--- src/rtl/alu_arbiter_if.sv ---
`default_nettype none
// ============================================================================
// alu_arbiter_if: request/response handshakes and ALU bus around alu_arbiter.
// Revision 1.0
// ============================================================================
interface alu_arbiter_if #(
  parameter int WIDTH = 16,
  parameter int FW    = 5
);
  logic             req0_valid, req1_valid;
  logic             req0_ready, req1_ready;
  logic [WIDTH-1:0] req0_a, req0_b, req1_a, req1_b;
  logic [FW-1:0]    req0_func, req1_func;
  logic             resp0_valid, resp1_valid;
  logic             resp0_ready, resp1_ready;
  logic [WIDTH-1:0] resp0_c, resp1_c;
  logic             resp0_bcond, resp1_bcond;
  logic [WIDTH-1:0] alu_a, alu_b;
  logic [FW-1:0]    alu_func;
  logic [WIDTH-1:0] alu_c;
  logic             alu_bcond;

  // master: requesters plus the ALU instance; slave: the arbiter itself
  modport master (
    output req0_valid, req1_valid, req0_a, req0_b, req1_a, req1_b,
           req0_func, req1_func, resp0_ready, resp1_ready, alu_c, alu_bcond,
    input  req0_ready, req1_ready, resp0_valid, resp1_valid, resp0_c, resp1_c,
           resp0_bcond, resp1_bcond, alu_a, alu_b, alu_func
  );

  modport slave (
    input  req0_valid, req1_valid, req0_a, req0_b, req1_a, req1_b,
           req0_func, req1_func, resp0_ready, resp1_ready, alu_c, alu_bcond,
    output req0_ready, req1_ready, resp0_valid, resp1_valid, resp0_c, resp1_c,
           resp0_bcond, resp1_bcond, alu_a, alu_b, alu_func
  );
endinterface
`default_nettype wire

--- src/rtl/alu_arbiter.sv ---
`default_nettype none
// ============================================================================
// alu_arbiter: round-robin sharing of one ALU between two requesters.
// Revision 1.0
// ============================================================================
module alu_arbiter #(
  parameter int            WIDTH    = 16,
  parameter int            FW       = 5,
  parameter logic [FW-1:0] ALU_ZERO = '0
) (
  input  logic         clk,
  input  logic         reset_n,
  alu_arbiter_if.slave bus_if
);
  typedef enum logic [0:0] {IDLE = 1'b0, EXEC = 1'b1} state_e;

  state_e                 state_q, state_d;
  logic                   prio_q, prio_d;
  logic                   owner_q, owner_d;
  logic [WIDTH-1:0]       a_q, a_d, b_q, b_d;
  logic [FW-1:0]          func_q, func_d;
  logic [1:0]             rv_q, rv_d;
  logic [1:0][WIDTH-1:0]  rc_q, rc_d;
  logic [1:0]             rb_q, rb_d;
  logic [1:0]             grant;
  logic [1:0]             elig;

  // Masking uses the registered valid, so a requester is locked out even in
  // the cycle its response is being consumed.
  assign elig = {bus_if.req1_valid & ~rv_q[1], bus_if.req0_valid & ~rv_q[0]};

  always_comb begin
    state_d = state_q;
    prio_d  = prio_q;
    owner_d = owner_q;
    a_d     = a_q;
    b_d     = b_q;
    func_d  = func_q;
    rc_d    = rc_q;
    rb_d    = rb_q;
    grant   = 2'b00;
    rv_d    = rv_q & ~{bus_if.resp1_ready, bus_if.resp0_ready};

    if (state_q == IDLE) begin
      if (elig == 2'b11) grant = prio_q ? 2'b10 : 2'b01;
      else               grant = elig;
      if (grant != 2'b00) begin
        owner_d = grant[1];
        a_d     = grant[1] ? bus_if.req1_a    : bus_if.req0_a;
        b_d     = grant[1] ? bus_if.req1_b    : bus_if.req0_b;
        func_d  = grant[1] ? bus_if.req1_func : bus_if.req0_func;
        prio_d  = ~grant[1];
        state_d = EXEC;
      end
    end else begin
      rv_d[owner_q] = 1'b1;
      rc_d[owner_q] = bus_if.alu_c;
      rb_d[owner_q] = bus_if.alu_bcond;
      state_d       = IDLE;
    end
  end

  always_ff @(posedge clk) begin
    if (!reset_n) begin
      state_q <= IDLE;
      prio_q  <= 1'b0;
      owner_q <= 1'b0;
      a_q     <= '0;
      b_q     <= '0;
      func_q  <= ALU_ZERO;
      rv_q    <= '0;
      rc_q    <= '0;
      rb_q    <= '0;
    end else begin
      state_q <= state_d;
      prio_q  <= prio_d;
      owner_q <= owner_d;
      a_q     <= a_d;
      b_q     <= b_d;
      func_q  <= func_d;
      rv_q    <= rv_d;
      rc_q    <= rc_d;
      rb_q    <= rb_d;
    end
  end

  // FuncCode parks at ALU_ZERO outside EXEC so every op is a visible change
  assign bus_if.alu_a       = (state_q == EXEC) ? a_q    : '0;
  assign bus_if.alu_b       = (state_q == EXEC) ? b_q    : '0;
  assign bus_if.alu_func    = (state_q == EXEC) ? func_q : ALU_ZERO;
  assign bus_if.req0_ready  = grant[0];
  assign bus_if.req1_ready  = grant[1];
  assign bus_if.resp0_valid = rv_q[0];
  assign bus_if.resp1_valid = rv_q[1];
  assign bus_if.resp0_c     = rc_q[0];
  assign bus_if.resp1_c     = rc_q[1];
  assign bus_if.resp0_bcond = rb_q[0];
  assign bus_if.resp1_bcond = rb_q[1];
endmodule
`default_nettype wire

--- src/flat_wrapper.sv ---
// flat-port wrapper written by rule: the top's interface ports become plain ports
module alu_arbiter_flat 
#(
  parameter int            WIDTH    = 16,
  parameter int            FW       = 5,
  parameter logic [FW-1:0] ALU_ZERO = '0
)
  (clk, reset_n, bus_if_req0_valid, bus_if_req1_valid, bus_if_req0_a, bus_if_req0_b, bus_if_req1_a, bus_if_req1_b, bus_if_req0_func, bus_if_req1_func, bus_if_resp0_ready, bus_if_resp1_ready, bus_if_alu_c, bus_if_alu_bcond, bus_if_req0_ready, bus_if_req1_ready, bus_if_resp0_valid, bus_if_resp1_valid, bus_if_resp0_c, bus_if_resp1_c, bus_if_resp0_bcond, bus_if_resp1_bcond, bus_if_alu_a, bus_if_alu_b, bus_if_alu_func);
  alu_arbiter_if #(.WIDTH(WIDTH), .FW(FW)) bus_if_i ();
  input  logic clk;
  input  logic reset_n;
  input wire logic [$bits(bus_if_i.req0_valid)-1:0] bus_if_req0_valid;
  input wire logic [$bits(bus_if_i.req1_valid)-1:0] bus_if_req1_valid;
  input wire logic [$bits(bus_if_i.req0_a)-1:0] bus_if_req0_a;
  input wire logic [$bits(bus_if_i.req0_b)-1:0] bus_if_req0_b;
  input wire logic [$bits(bus_if_i.req1_a)-1:0] bus_if_req1_a;
  input wire logic [$bits(bus_if_i.req1_b)-1:0] bus_if_req1_b;
  input wire logic [$bits(bus_if_i.req0_func)-1:0] bus_if_req0_func;
  input wire logic [$bits(bus_if_i.req1_func)-1:0] bus_if_req1_func;
  input wire logic [$bits(bus_if_i.resp0_ready)-1:0] bus_if_resp0_ready;
  input wire logic [$bits(bus_if_i.resp1_ready)-1:0] bus_if_resp1_ready;
  input wire logic [$bits(bus_if_i.alu_c)-1:0] bus_if_alu_c;
  input wire logic [$bits(bus_if_i.alu_bcond)-1:0] bus_if_alu_bcond;
  output wire logic [$bits(bus_if_i.req0_ready)-1:0] bus_if_req0_ready;
  output wire logic [$bits(bus_if_i.req1_ready)-1:0] bus_if_req1_ready;
  output wire logic [$bits(bus_if_i.resp0_valid)-1:0] bus_if_resp0_valid;
  output wire logic [$bits(bus_if_i.resp1_valid)-1:0] bus_if_resp1_valid;
  output wire logic [$bits(bus_if_i.resp0_c)-1:0] bus_if_resp0_c;
  output wire logic [$bits(bus_if_i.resp1_c)-1:0] bus_if_resp1_c;
  output wire logic [$bits(bus_if_i.resp0_bcond)-1:0] bus_if_resp0_bcond;
  output wire logic [$bits(bus_if_i.resp1_bcond)-1:0] bus_if_resp1_bcond;
  output wire logic [$bits(bus_if_i.alu_a)-1:0] bus_if_alu_a;
  output wire logic [$bits(bus_if_i.alu_b)-1:0] bus_if_alu_b;
  output wire logic [$bits(bus_if_i.alu_func)-1:0] bus_if_alu_func;
  assign bus_if_i.req0_valid = bus_if_req0_valid;
  assign bus_if_i.req1_valid = bus_if_req1_valid;
  assign bus_if_i.req0_a = bus_if_req0_a;
  assign bus_if_i.req0_b = bus_if_req0_b;
  assign bus_if_i.req1_a = bus_if_req1_a;
  assign bus_if_i.req1_b = bus_if_req1_b;
  assign bus_if_i.req0_func = bus_if_req0_func;
  assign bus_if_i.req1_func = bus_if_req1_func;
  assign bus_if_i.resp0_ready = bus_if_resp0_ready;
  assign bus_if_i.resp1_ready = bus_if_resp1_ready;
  assign bus_if_i.alu_c = bus_if_alu_c;
  assign bus_if_i.alu_bcond = bus_if_alu_bcond;
  assign bus_if_req0_ready = bus_if_i.req0_ready;
  assign bus_if_req1_ready = bus_if_i.req1_ready;
  assign bus_if_resp0_valid = bus_if_i.resp0_valid;
  assign bus_if_resp1_valid = bus_if_i.resp1_valid;
  assign bus_if_resp0_c = bus_if_i.resp0_c;
  assign bus_if_resp1_c = bus_if_i.resp1_c;
  assign bus_if_resp0_bcond = bus_if_i.resp0_bcond;
  assign bus_if_resp1_bcond = bus_if_i.resp1_bcond;
  assign bus_if_alu_a = bus_if_i.alu_a;
  assign bus_if_alu_b = bus_if_i.alu_b;
  assign bus_if_alu_func = bus_if_i.alu_func;
  alu_arbiter #(.WIDTH(WIDTH), .FW(FW), .ALU_ZERO(ALU_ZERO)) u_core (.clk(clk), .reset_n(reset_n), .bus_if(bus_if_i));
endmodule
--- config.mk ---
export PLATFORM = sky130hd
export DESIGN_NAME = alu_arbiter_flat
export DESIGN_NICKNAME = d
export VERILOG_FILES = /design/src/rtl/alu_arbiter_if.sv /design/src/rtl/alu_arbiter.sv /design/src/flat_wrapper.sv
export SDC_FILE = /design/constraint.sdc
export NUM_CORES = 1
export LEC_CHECK = 0
export CAP_MARGIN = 10
export CORE_UTILIZATION = 40
export DETAILED_ROUTE_END_ITERATION = 6
export HOLD_SLACK_MARGIN = 0.08
export PLACE_DENSITY = 0.84
export REMOVE_ABC_BUFFERS = 1
export SYNTH_ARGS = -nofsm -noshare
export SYNTH_HDL_FRONTEND = slang
export SYNTH_SLANG_ARGS = --single-unit
--- constraint.sdc ---
create_clock -name clk -period 1.61 [get_ports clk]
set_input_delay 0.2415 -clock clk [delete_from_list [all_inputs] [get_ports clk]]
set_output_delay 0.2415 -clock clk [all_outputs]
set_load 0.01 [all_outputs]
# Yosys cells after proc, flatten, opt, wreduce, memory -nomap -nowiden
# Cells that the tools add are included.
classes:
  addsub: 0
  n_mul: 0
  n_div: 0
  magnitude_cmp: 2
  n_eq_ne: 1
  n_shift: 0
  mux: 18
  bitwise: 10
  n_reduce_logical: 4
op_table:
  columns: ["op", "n"]
  rows:
  - ["16-bit 2-to-1 mux", 5]
  - ["32-bit bitwise mux", 1]
  - ["16-bit demux with 1-bit select", 1]
  - ["2-bit 2-to-1 mux", 5]
  - ["5-bit 2-to-1 mux", 2]
  - ["1-bit inverter", 5]
  - ["1-bit bitwise AND", 2]
  - ["2-bit bitwise AND", 1]
  - ["2-bit bitwise mux", 1]
  - ["2-bit == test, second input constant", 1]
  - ["1-bit by 2-bit < comparator with 1-bit output, second input constant", 1]
  - ["1-bit 2-to-1 mux", 2]
  - ["2-bit inverter", 1]
  - ["2-bit OR", 1]
  - ["2-bit AND reduction", 1]
  - ["2-bit nonzero test", 1]
  - ["2-bit OR reduction", 1]
  - ["1-bit demux with 1-bit select", 1]
  - ["1-bit greater-or-equal comparator, second input constant", 1]
  - ["1-bit logical AND", 1]
totals:
  reg_bits: 76
  latch_bits: 0
  mem_bits_rw: 0
  mem_bits_ro: 0
  elab_cells: 45
  memories: 0

# Longest topological paths before layout
# Gate-level depths: netlist of run 1.
logic_depth:
  depth_word: 7
  depth_mapped: 6

# Worst setup path after synthesis of run 1
# No wires, ideal clock.
synth_path:
  path_kind: "flip-flop to output port"
  start: "reg u_core.state_q"
  end: "out bus_if_alu_a[0]"
  arrival_time_ns: 1.002
  t_required_ns: 1.368
  path_slack_ns: 0.367
  path_stages_with_launch: 5
  path_buffers: 3
  cell_sequence: "dfxtp_1 > buf_2 > buf_2 > clkbuf_1 > and2_1"
synth_between:
  elab_chain_cells: 1
synth_lines:
  columns: ["element", "line_no", "source"]
  rows:
  - ["start, declared", "alu_arbiter.sv:17", "state_e state_q, state_d;"]
  - ["start signal, assigned", "alu_arbiter.sv:75", "state_q <= state_d;"]
  - ["16-bit 2-to-1 mux", "alu_arbiter.sv:88", "assign bus_if.alu_a = (state_q == EXEC) ? a_q : '0;"]
  - ["end, declared", "flat_wrapper.sv:32", "output wire logic [$bits(bus_if_i.alu_a)-1:0] bus_if_alu_a;"]
# Every way passes these cells.

# Final worst setup path of run 1
layout_path:
  start: "reg u_core.state_q"
  end: "out bus_if_alu_a[7]"
# Same word-level chain as after synthesis.

==> qor.txt, run 1 <==
Outcome - finished clean
Top post-synthesis cells by area - dfxtp_1, nand2_1, and2_1
Worst Hold Launch - reset_n
Final slew viol count - 0
CP delay by family, top - buffers and inverters
Dpl ws - -0.266 ns
Reg2Reg Setup Slack - 0.20 ns
Startpoint types - register
Yosys warnings - 0
Iter 0 DRT Violations - 148
Reg2Reg Depth - 6
Most frequent cells after synthesis - nand2_1, dfxtp_1, and2_1, a31oi_1, o21ai_0
Core Util, Final - 64.8%
Worst Hold Path Cells - 2
CP Buf/Inv Count - 2
Top cell type's share of synthesized area - 45.4%
Area leader, netlist - dfxtp_1
Seq cells post-synth - 76
Area of placed instances - 0.00511 mm²
Worst setup margin - 0.0635 ns
Crit path time final - 1.55 ns
Fmax achieved - 647 MHz
First-pass GRT wire length - 15400 µm
Sink Count - 76
Tcrit/Tclk final - 96.1%
Core Rows - 33
Max-slew headroom - 73.5%
Critical Path Max Stage Delay - 0.37 ns
DR WL/cell - 13.7 µm
Vias in the first global route - 3349
Critical-path cell list - buf_12, and2_1, dlygate4sd2_1
RSZ-0062 raised after global routing - false
HPWL Detailed - 6680 µm
Initial antenna violation count - 0
Clk buf depth - 2
Pin count of the biggest net entering global routing - 55
CP Capture Type - output pin
Peak supply drop - 0.488 mV
Die W - 93.5 µm
Worst min path class - input pin to register
Async set or reset register ratio after synthesis - 0%
I/O pin count - 172
Power Dens Cells - 893 mW/mm²
DR WL met2 - 4700 µm
CORE AREA - 0.00818 mm²
Worst EP required - 1.37 ns
Fillers - 701
Synth Cell Area - 0.00335 mm²
Final setup fails - 0
Distinct cells, synth - 21
Routability cong. - 0.742
Area grow syn2layout - 58.0%
Worst Skew - 0.0107 ns
Syn Area/Cell - 7.98 µm²
Vias - 3445
CTS tree - yes
Crit path depth - 3
Total global routing overflow - 0
Leakage - 0.00216 µW
Layout cells sized above 1 - 9.20%
# diodes - 0
NumNets Final - 679
Post-Synth Adder-Cell Area - 0%
Initial Util - 41.0%
CTS clk-pin slew, worst paths - 0.08 ns
WL met1 - 3830 µm
Largest family of logic cells by synthesized area - simple AND/OR/NAND/NOR gates
Worst flop-to-flop path startpoint - u_core.rv_q[0]$_SDFF_PN0_
CTS root buffer - clkbuf_8
Synth Area in Compound Gates - 22.1%
Top_reg_cell synth - dfxtp_1
Post-synthesis cell count - 420
Crit path arrival time - 1.31 ns
Max-cap viol count - 0
Worst-Skew Late Latency - 0.34 ns
Final ANT Viol Nets - 0
Crit path launch - u_core.state_q$_SDFF_PP0_
Hold_ws - 0.296 ns
Post-route cell area - 0.00529 mm²
Seq/Total Area, Yosys - 45.4%
DR pass1 iterations - 4
XOR/XNOR Fraction of Synth Area - 0%
Endpoints failing hold - 0
Max layer used - met4
Mux cell area share after synthesis - 0%
DR vias/cell - 4.98
Worst-margin pin slew - 0.398 ns
Simple-gate area share of the yosys netlist - 25.5%
H-tree levels - 3
Die Height - 93.5 µm
CTS buffer count - 9
Metal3 WL - 820 µm
Reg area - 0.00153 mm²
Kind of critical path - register to output pin
Total Wirelength - 9510 µm
CP max FO - 14
DIE AREA - 0.00875 mm²
Slowest-stage cell, CP - dfxtp_4
Tot GR Track Use - 22.3%
Number of synthesized flops with an enable pin - 0
I/O Buffers - 171
Overall Power - 4730 µW
Most numerous cell in the Yosys netlist - nand2_1
Multi-input gate area - 0.00159 mm²
DRC Markers - 0
==> registers in the layout, summed over array words and instances, names as in the netlist <==
register,count
u_core.a_q,16
u_core.b_q,16
u_core.bus_if.resp0_c,16
u_core.bus_if.resp1_c,16
u_core.func_q,5
u_core.owner_q,1
u_core.prio_q,1
u_core.rb_q,2
u_core.rv_q,2
u_core.state_q,1
==> path summary, 6_finish.rpt <==
kind | to
worst max-delay path | bus_if_alu_a[7]
worst min-delay path | u_core.bus_if.resp0_c[1]$_SDFFE_PN0P_
worst max register to register | u_core.a_q[14]$_SDFFE_PN0P_
worst min register to register | u_core.bus_if.resp1_c[9]$_SDFFE_PN0P_
==> metal layers <==
metal / track usage, % / vias up
met1: 25.8 / 1584
li1: - / 1711
met2: 39.3 / 135
met4: 7.95 / 0
met3: 6.26 / 15
met5: 0 / -
==> layout make-up <==
class                      instances  area share, %
clock inverter                     6           1.63
clock buffer                      10           2.60
multi-input combinational        308           30.1
timing repair buffer             187           34.4
sequential                        76           28.8
tap                              105           2.48
==> cell families (layout without fill, tap and decap cells) <==
| group | after synthesis | in the layout |
|---|---|---|
| simple gates | 192 | 192 |
| compound gates | 116 | 116 |
| flops | 76 | 76 |
| buf+inv | 36 | 203 |
==> worst register-to-register path, cell delays in order (launching register included) <==
cell and delay [ns]:
dfxtp_1 0.33, nand2b_4 0.15, buf_4 0.14, a21oi_4 0.18, buf_4 0.26, o21ai_0 0.12, a31oi_1 0.16
==> timing repair <==
| item | in CTS | in global routing |
|---|---|---|
| resized for setup | 85 | 7 |
| setup buffers | 0 | 0 |
| pin swaps | 0 | 0 |
| hold buffers | 0 | 0 |
| cloned | 1 | 0 |
| endpoints found under the setup margin | 40 | 5 |
==> placed cells by master, fill, tap and decap left out, types with 2 or more instances in the layout <==
cell / Yosys / routed
clkbuf_2: 0 / 2
nand2_1: 143 / 143
clkdlybuf4s50_1: 0 / 131
dfxtp_1: 76 / 74
o21ai_0: 33 / 33
nor2_1: 2 / 2
clkbuf_8: 0 / 10
o21ai_1: 5 / 5
clkdlybuf4s15_1: 0 / 2
nand2b_1: 4 / 4
buf_4: 10 / 9
o21a_1: 2 / 2
a31oi_1: 37 / 37
clkinv_2: 0 / 2
and2_1: 39 / 39
nor2b_1: 2 / 2
a21boi_0: 16 / 16
buf_12: 0 / 5
dlygate4sd2_1: 0 / 22
bufinv_16: 0 / 2
a21boi_1: 20 / 20
buf_2: 9 / 14
==> stage by stage <==
stage / cells / setup TNS (ns)
floorplan: 384 / -12.37
global placement: 675 / -3.44
detailed placement: 675 / -4.34
CTS: 692 / 0
global route: 692 / 0
finish: 692 / 0
==> power breakdown <==
| part | total, µW | internal (µW) | switching [µW] |
|---|---|---|---|
| logic | 1000 | 548 | 452 |
| clock network | 1620 | 915 | 706 |
| registers | 2110 | 2030 | 72.2 |
| total | 4730 | 3500 | 1230 |
(Power assumes the default switching activity.)
==> inputs of run 2 (changes only) <==
CTS_CLUSTER_SIZE = 24   (was unset)
==> results of run 2 <==
No change in the layout: final DEF, timing and power equal those of run 1.
==> RTL edit 1 (flow settings as in run 2) <==
Make the reset (`reset_n`) asynchronous in one clocked block.
--- a/src/rtl/alu_arbiter.sv
+++ b/src/rtl/alu_arbiter.sv
@@ -60,7 +60,7 @@
     end
   end
 
-  always_ff @(posedge clk) begin
+  always_ff @(posedge clk or negedge reset_n) begin
     if (!reset_n) begin
       state_q <= IDLE;
       prio_q  <= 1'b0;
Function: differs if reset_n is asserted again (counterexample within 4 cycles, from zero or initial values and one cycle with reset_n low); with reset_n held inactive, the same outputs for 10 cycles.
==> RTL edit 1 against run 2 <==
  * The run now ends with setup timing left
  * Wire length is 49% higher
  * Worst setup slack worse by 110 ps
  * Design area rose by 34%
  * Area after synthesis increased by 25%
  * Sequential share of layout area fell by 2.0 points
  * Sequential cell count unchanged
  * Critical path depth up 3
  * Total power grew to 3.0 times the old value
  * Via count grew 9.7%
  * Largest cell class is now multi-input combinational cells
  * Highest routed layer unchanged
==> RTL edit 1: results (changes against run 2) <==
** Run status
- Outcome :: finished, violations left (was completed)
- The final reports fail on setup timing.

** Global routing
- The largest net degree at the start of global routing is 44 (was 55).
- The global-route total usage across every layer came to 0.248 (was 0.223).
- The number of global-route vias before repair is 4047 (was 3349).

** Setup path
- Arrival @ worst endpoint :: 1890 ps (was 1310 ps)
- The endpoint of the most critical setup path was u_core.a_q[7]$_DFFE_PN0P_ (was bus_if_alu_a[7]).
- The slowest library cell on the worst path is dfrtp_1 (was dfxtp_4).
- The largest stage delay on the critical path is 440 ps (was 370 ps).

** Power
- Leakage power of the design :: 0.00303 uW (was 0.00216 uW)
- Sw power :: 5100 uW (was 1230 uW)
- The maximum ir drop on the vdd rail came to 1200 uV (was 488 uV).

** Drt
- Routed via count :: 3779 (was 3445)
- The detailed-route wire length was 14.1 mm (was 9.51 mm).

** Layout
- Fraction of final layout cells with drive strength greater than 1 :: 0.407 (was 0.0920)
- The layout net count is 640 (was 679).

** STA
- Worst-case setup margin in the final layout :: -46.8 ps (was 63.5 ps)
- The post-route clock skew was 10.3 ps (was 10.7 ps).
- The setup TNS is -238 ps (was 0 ps).
- The transition at the pin with the smallest max-transition slack came to 527 ps (was 398 ps).
- The count of endpoints failing setup in the final report is 19 (was 0).

** Synthesis
- The fraction of synthesized area in multiplexers came to 0.0911 (was 0).
- The commonest register cell after synthesis is dfrtp_1 (was dfxtp_1).
- Compound-Gate Fraction of Synth Area :: 0.252 (was 0.221)
- Proportion of register bits with asynchronous set or reset after synthesis :: 1.00 (was 0)
- Leading cell types by count after synthesis: dfrtp_1, a2bb2oi_1, and2_1, and3b_1, o21ai_0 (was nand2_1, dfxtp_1, and2_1).
- Cell variety after synth :: 26 (was 21)

** Placement
- The placer's final routability congestion estimate is 0.745 (was 0.742).
- The worst setup timing slack at the placement stage is -442 ps (was -266 ps).
- Detailed placer's ending HPWL :: 8.47 mm (was 6.68 mm)

** Worst hold path
- Min-Delay Path Class :: in -> async (was in -> reg)
-- RTL edit 1: area by class of cell --
cell class	count	area, um2	area share
Timing Repair Buffer	218	2400	0.339
Inverter	3	11.3	0.00159
Clock inverter	6	70.1	0.00987
Tap cell	136	170	0.0240
Clock buffer	10	138	0.0194
Sequential cell	76	1900	0.268
Multi-Input combinational cell	235	2400	0.339
-- RTL edit 1: worst min path at each step --
stage | start | to | slack [ps] | cells past startpoint
floorplan | reset_n | u_core.a_q[0]$_DFFE_PN0P_ | -50 | 0
global placement | reset_n | u_core.a_q[0]$_DFFE_PN0P_ | 240 | 1
detailed placement | reset_n | u_core.a_q[0]$_DFFE_PN0P_ | 250 | 1
CTS | reset_n | u_core.a_q[0]$_DFFE_PN0P_ | 410 | 2
global route | reset_n | u_core.a_q[0]$_DFFE_PN0P_ | 430 | 2
finish | reset_n | u_core.a_q[0]$_DFFE_PN0P_ | 400 | 2
-- RTL edit 1: logic make-up after synthesis --
logic type | Yosys count
flip-flops | 76
multiplexers | 34
buffers and inverters | 47
AND/OR/NAND/NOR | 83
AO/OA/AOI/OAI | 118
-- RTL edit 1: per-layer routing --
metal / GRT usage / wire length, um
met1: 0.312 / 5790
met3: 0.0840 / 1190
met2: 0.403 / 7020
met4: 0.0714 / 142
met5: 0 / 0
-- RTL edit 1: timing repair --
item / CTS / global route
endpoints found under the hold margin: 35 / 0
gates resized for setup: 206 / 79
hold buffers: 1 / 0
endpoints found under the setup margin: 77 / 93
buffers inserted: 8 / 1
pin swaps: 4 / 18
cloned: 3 / 6
-- RTL edit 1: stage by stage --
step	util	power, uW	std cells	hold WS [ps]	cell area [um2]
floorplan	-	7080	314	-54.1	3970
global placement	0.600	10300	649	244	6170
detailed placement	0.600	10500	649	250	6170
CTS	0.640	12700	677	411	6580
global route	0.691	14900	684	430	7100
finish	0.691	14100	684	399	7100
-- RTL edit 1: worst reg2reg max path: stages, from the launching register on --
cell and delay (ps):
dfrtp_1 440, buf_4 160, nand2b_4 140, buf_4 170
buf_16 180, a221oi_2 380, a2bb2oi_2 80
-- RTL edit 1: power groups by stage --
stage	logic [uW]	registers (uW)	clock network (uW)
finish	9050	3550	1540
detailed placement	7070	3470	0
global placement	6920	3400	0
global route	9580	3660	1650
floorplan	3280	3800	0
CTS	7700	3450	1570
==> RTL edit 2 (flow settings as in run 2) <==
Made on the original files. `WIDTH` is set to 16 in 3 places; all go to 32.
--- a/src/rtl/alu_arbiter_if.sv
+++ b/src/rtl/alu_arbiter_if.sv
@@ -4,7 +4,7 @@
 // Revision 1.0
 // ============================================================================
 interface alu_arbiter_if #(
-  parameter int WIDTH = 16,
+  parameter int WIDTH = 32,
   parameter int FW    = 5
 );
   logic             req0_valid, req1_valid;
--- a/src/rtl/alu_arbiter.sv
+++ b/src/rtl/alu_arbiter.sv
@@ -4,7 +4,7 @@
 // Revision 1.0
 // ============================================================================
 module alu_arbiter #(
-  parameter int            WIDTH    = 16,
+  parameter int            WIDTH    = 32,
   parameter int            FW       = 5,
   parameter logic [FW-1:0] ALU_ZERO = '0
 ) (
--- a/src/flat_wrapper.sv
+++ b/src/flat_wrapper.sv
@@ -1,7 +1,7 @@
 // flat-port wrapper written by rule: the top's interface ports become plain ports
 module alu_arbiter_flat 
 #(
-  parameter int            WIDTH    = 16,
+  parameter int            WIDTH    = 32,
   parameter int            FW       = 5,
   parameter logic [FW-1:0] ALU_ZERO = '0
 )
Interface: changed (9 resized); port bits go from 172 to 316. No check against the original RTL was run, so the function may have changed too.
==> RTL edit 2 against run 2 <==
  * Clock power increased to 2.6 times the old value
  * Area after synthesis rose by 79%
  * Clock skew up 2.0 ps
  * Sequential cell count increased by 64
  * Worst setup slack worse by 37 ps
  * First-iteration DRC count rose to 2.8 times the old value
  * Count of clock-buffer cells in the layout is 8 higher
  * Total power rose by 110%
  * Register-to-register slack got worse by 90 ps
  * Wire length is 110% higher
  * Fmax shrank 2.4%
  * Design area rose by 86%
==> RTL edit 2: results (changes against run 2) <==
** Global routing
- Number of global-route vias before repair :: 6005 (was 3349)
- The global-route total usage across every layer is 0.256 (was 0.223).
- Global-route wire length before repair :: 31.4 mm (was 15.4 mm)
- The largest net degree at the start of global routing was 80 (was 55).

** Worst hold path
- Worst Hold Depth :: 3 (was 2)
- The endpoint of the worst hold path is u_core.bus_if.resp1_c[16]$_SDFFE_PN0P_ (was u_core.bus_if.resp0_c[1]$_SDFFE_PN0P_).

** Power
- Max VDD drop :: 687 uV (was 488 uV)
- The leakage power total is 0.00400 uW (was 0.00216 uW).
- Sw power :: 2560 uW (was 1230 uW)

** Setup path
- The worst endpoint data arrival time came to 1340 ps (was 1310 ps).
- The count of cells along the worst register-to-register path was 7 (was 6).
- The setup slack of the most critical reg-to-reg path was 110 ps (was 200 ps).
- The terminus of the critical flop-to-flop path is u_core.b_q[7]$_SDFFE_PN0P_ (was u_core.a_q[14]$_SDFFE_PN0P_).

** Synthesis
- Cell variety after synth :: 20 (was 21)
- Gate count after technology mapping :: 772 (was 420)
- Share of the yosys chip area belonging to registers :: 0.467 (was 0.454)
- Largest cells by area after synthesis :: dfxtp_1, nand2_1, a21boi_0 (was dfxtp_1, nand2_1, and2_1)
- Leading cell types by count after synthesis: nand2_1, dfxtp_1, and2_1 (unchanged).

** Placement
- IO buf count :: 315 (was 171)
- Weighted congestion at the end of routability-driven global placement :: 0.785 (was 0.742)

** Layout
- Number of nets in the layout :: 1246 (was 679)
- The number of filler instances in the final layout was 1181 (was 701).
- Fraction of final layout cells with drive strength greater than 1 :: 0.140 (was 0.0920)

** Clock network
- The clock insertion delay at the later pin of the skew report was 420 ps (was 340 ps).
- The clock transition time at the flip-flop clock pins of the worst setup and hold paths came to 60 ps (was 80 ps).
- H-tree lvl count :: 4 (was 3)

** STA
- The headroom to the max-slew limit is 0.795 (was 0.735).

** Drt
- Total Wirelength :: 20.1 mm (was 9.51 mm)
- Routed via count :: 6419 (was 3445)

** Run status
- Outcome :: completed (unchanged)
RTL edit 2: cell count changes after synthesis:
cell,change
buf_6,-4
clkbuf_1,+19
nand2_1,+128
and2b_1,+1
dfxtp_1,+64
and2_1,+32
o21ai_1,-1
a31oi_1,+32
a21boi_1,-20
buf_4,-9
o21ai_0,+33
nor2b_4,-1
a21boi_0,+52
buf_2,+26
RTL edit 2: metrics by stage:
stage	instance area (um2)	utilization	hold slack (ps)	power [uW]	TNS [ps]
2_1_floorplan	5670	-	359	4650	-140940
3_3_place_gp	9460	0.649	448	5840	-12670
3_5_place_dp	9460	0.649	455	5870	-14560
4_1_cts	9900	0.679	318	10000	-18.0
5_1_grt	9850	0.675	327	10400	-14.0
6_report	9850	0.675	325	9930	0
RTL edit 2: worst reg2reg max path, stage by stage (launching register included):
cell and delay (ps):
dfxtp_1 320, nand2b_4 160, buf_4 150, a21oi_4 160, buf_12 190, buf_4 200, o21ai_0 80, a31oi_1 160
RTL edit 2: worst max-delay path by stage:
stage	startpoint	endpoint	slack, ps	cells past startpoint
5_1_grt	u_core.rv_q[1]$_SDFF_PN0_	bus_if_req0_ready	-10	3
3_3_place_gp	bus_if_req1_valid	bus_if_req0_ready	-310	4
2_1_floorplan	u_core.state_q$_SDFF_PP0_	u_core.func_q[3]$_SDFFE_PN0P_	-1140	3
3_5_place_dp	bus_if_req1_valid	bus_if_req0_ready	-320	4
6_report	u_core.bus_if.resp1_c[2]$_SDFFE_PN0P_	bus_if_resp1_c[2]	30	1
4_1_cts	u_core.rv_q[1]$_SDFF_PN0_	bus_if_req0_ready	-7	3
RTL edit 2: power groups by stage:
stage          clock network, uW  registers, uW  logic (uW)
5_1_grt                     4390           3920        2060
3_5_place_dp                   0           3950        1920
4_1_cts                     4200           3880        1920
3_3_place_gp                   0           3940        1900
2_1_floorplan                  0           3970         681
6_report                    4150           3890        1890
RTL edit 2: routing by layer:
metal	vias to the layer above	GRT usage	wire [um]
li1	3149	-	-
met2	287	0.434	9910
met5	-	0	0
met1	2943	0.298	8050
met4	0	0.106	566
met3	40	0.0799	1620
RTL edit 2: logic make-up (layout without fill, tap and decap cells):
logic type	count (synthesis)	in the layout	synth area share
buffers and inverters	68	378	0.0543
DFF	140	140	0.467
and+or+nand+nor	352	352	0.255
AOI/OAI and AO/OA	212	212	0.223
RTL edit 2: layout make-up:
class | instances | area [um2] | share of cell area
repair buffers | 346 | 3280 | 0.333
clock inverters | 14 | 193 | 0.0196
well taps | 184 | 230 | 0.0234
multi-input cells | 564 | 2910 | 0.296
clock buffers | 18 | 429 | 0.0436
flip-flops and latches | 140 | 2810 | 0.285
RTL edit 2: what timing repair did:
action / CTS / global route
gates resized for setup: 299 / 14
gates cloned: 2 / 1
setup buffers: 4 / 0
endpoints found under the setup margin: 73 / 97
pin swaps: 0 / 1
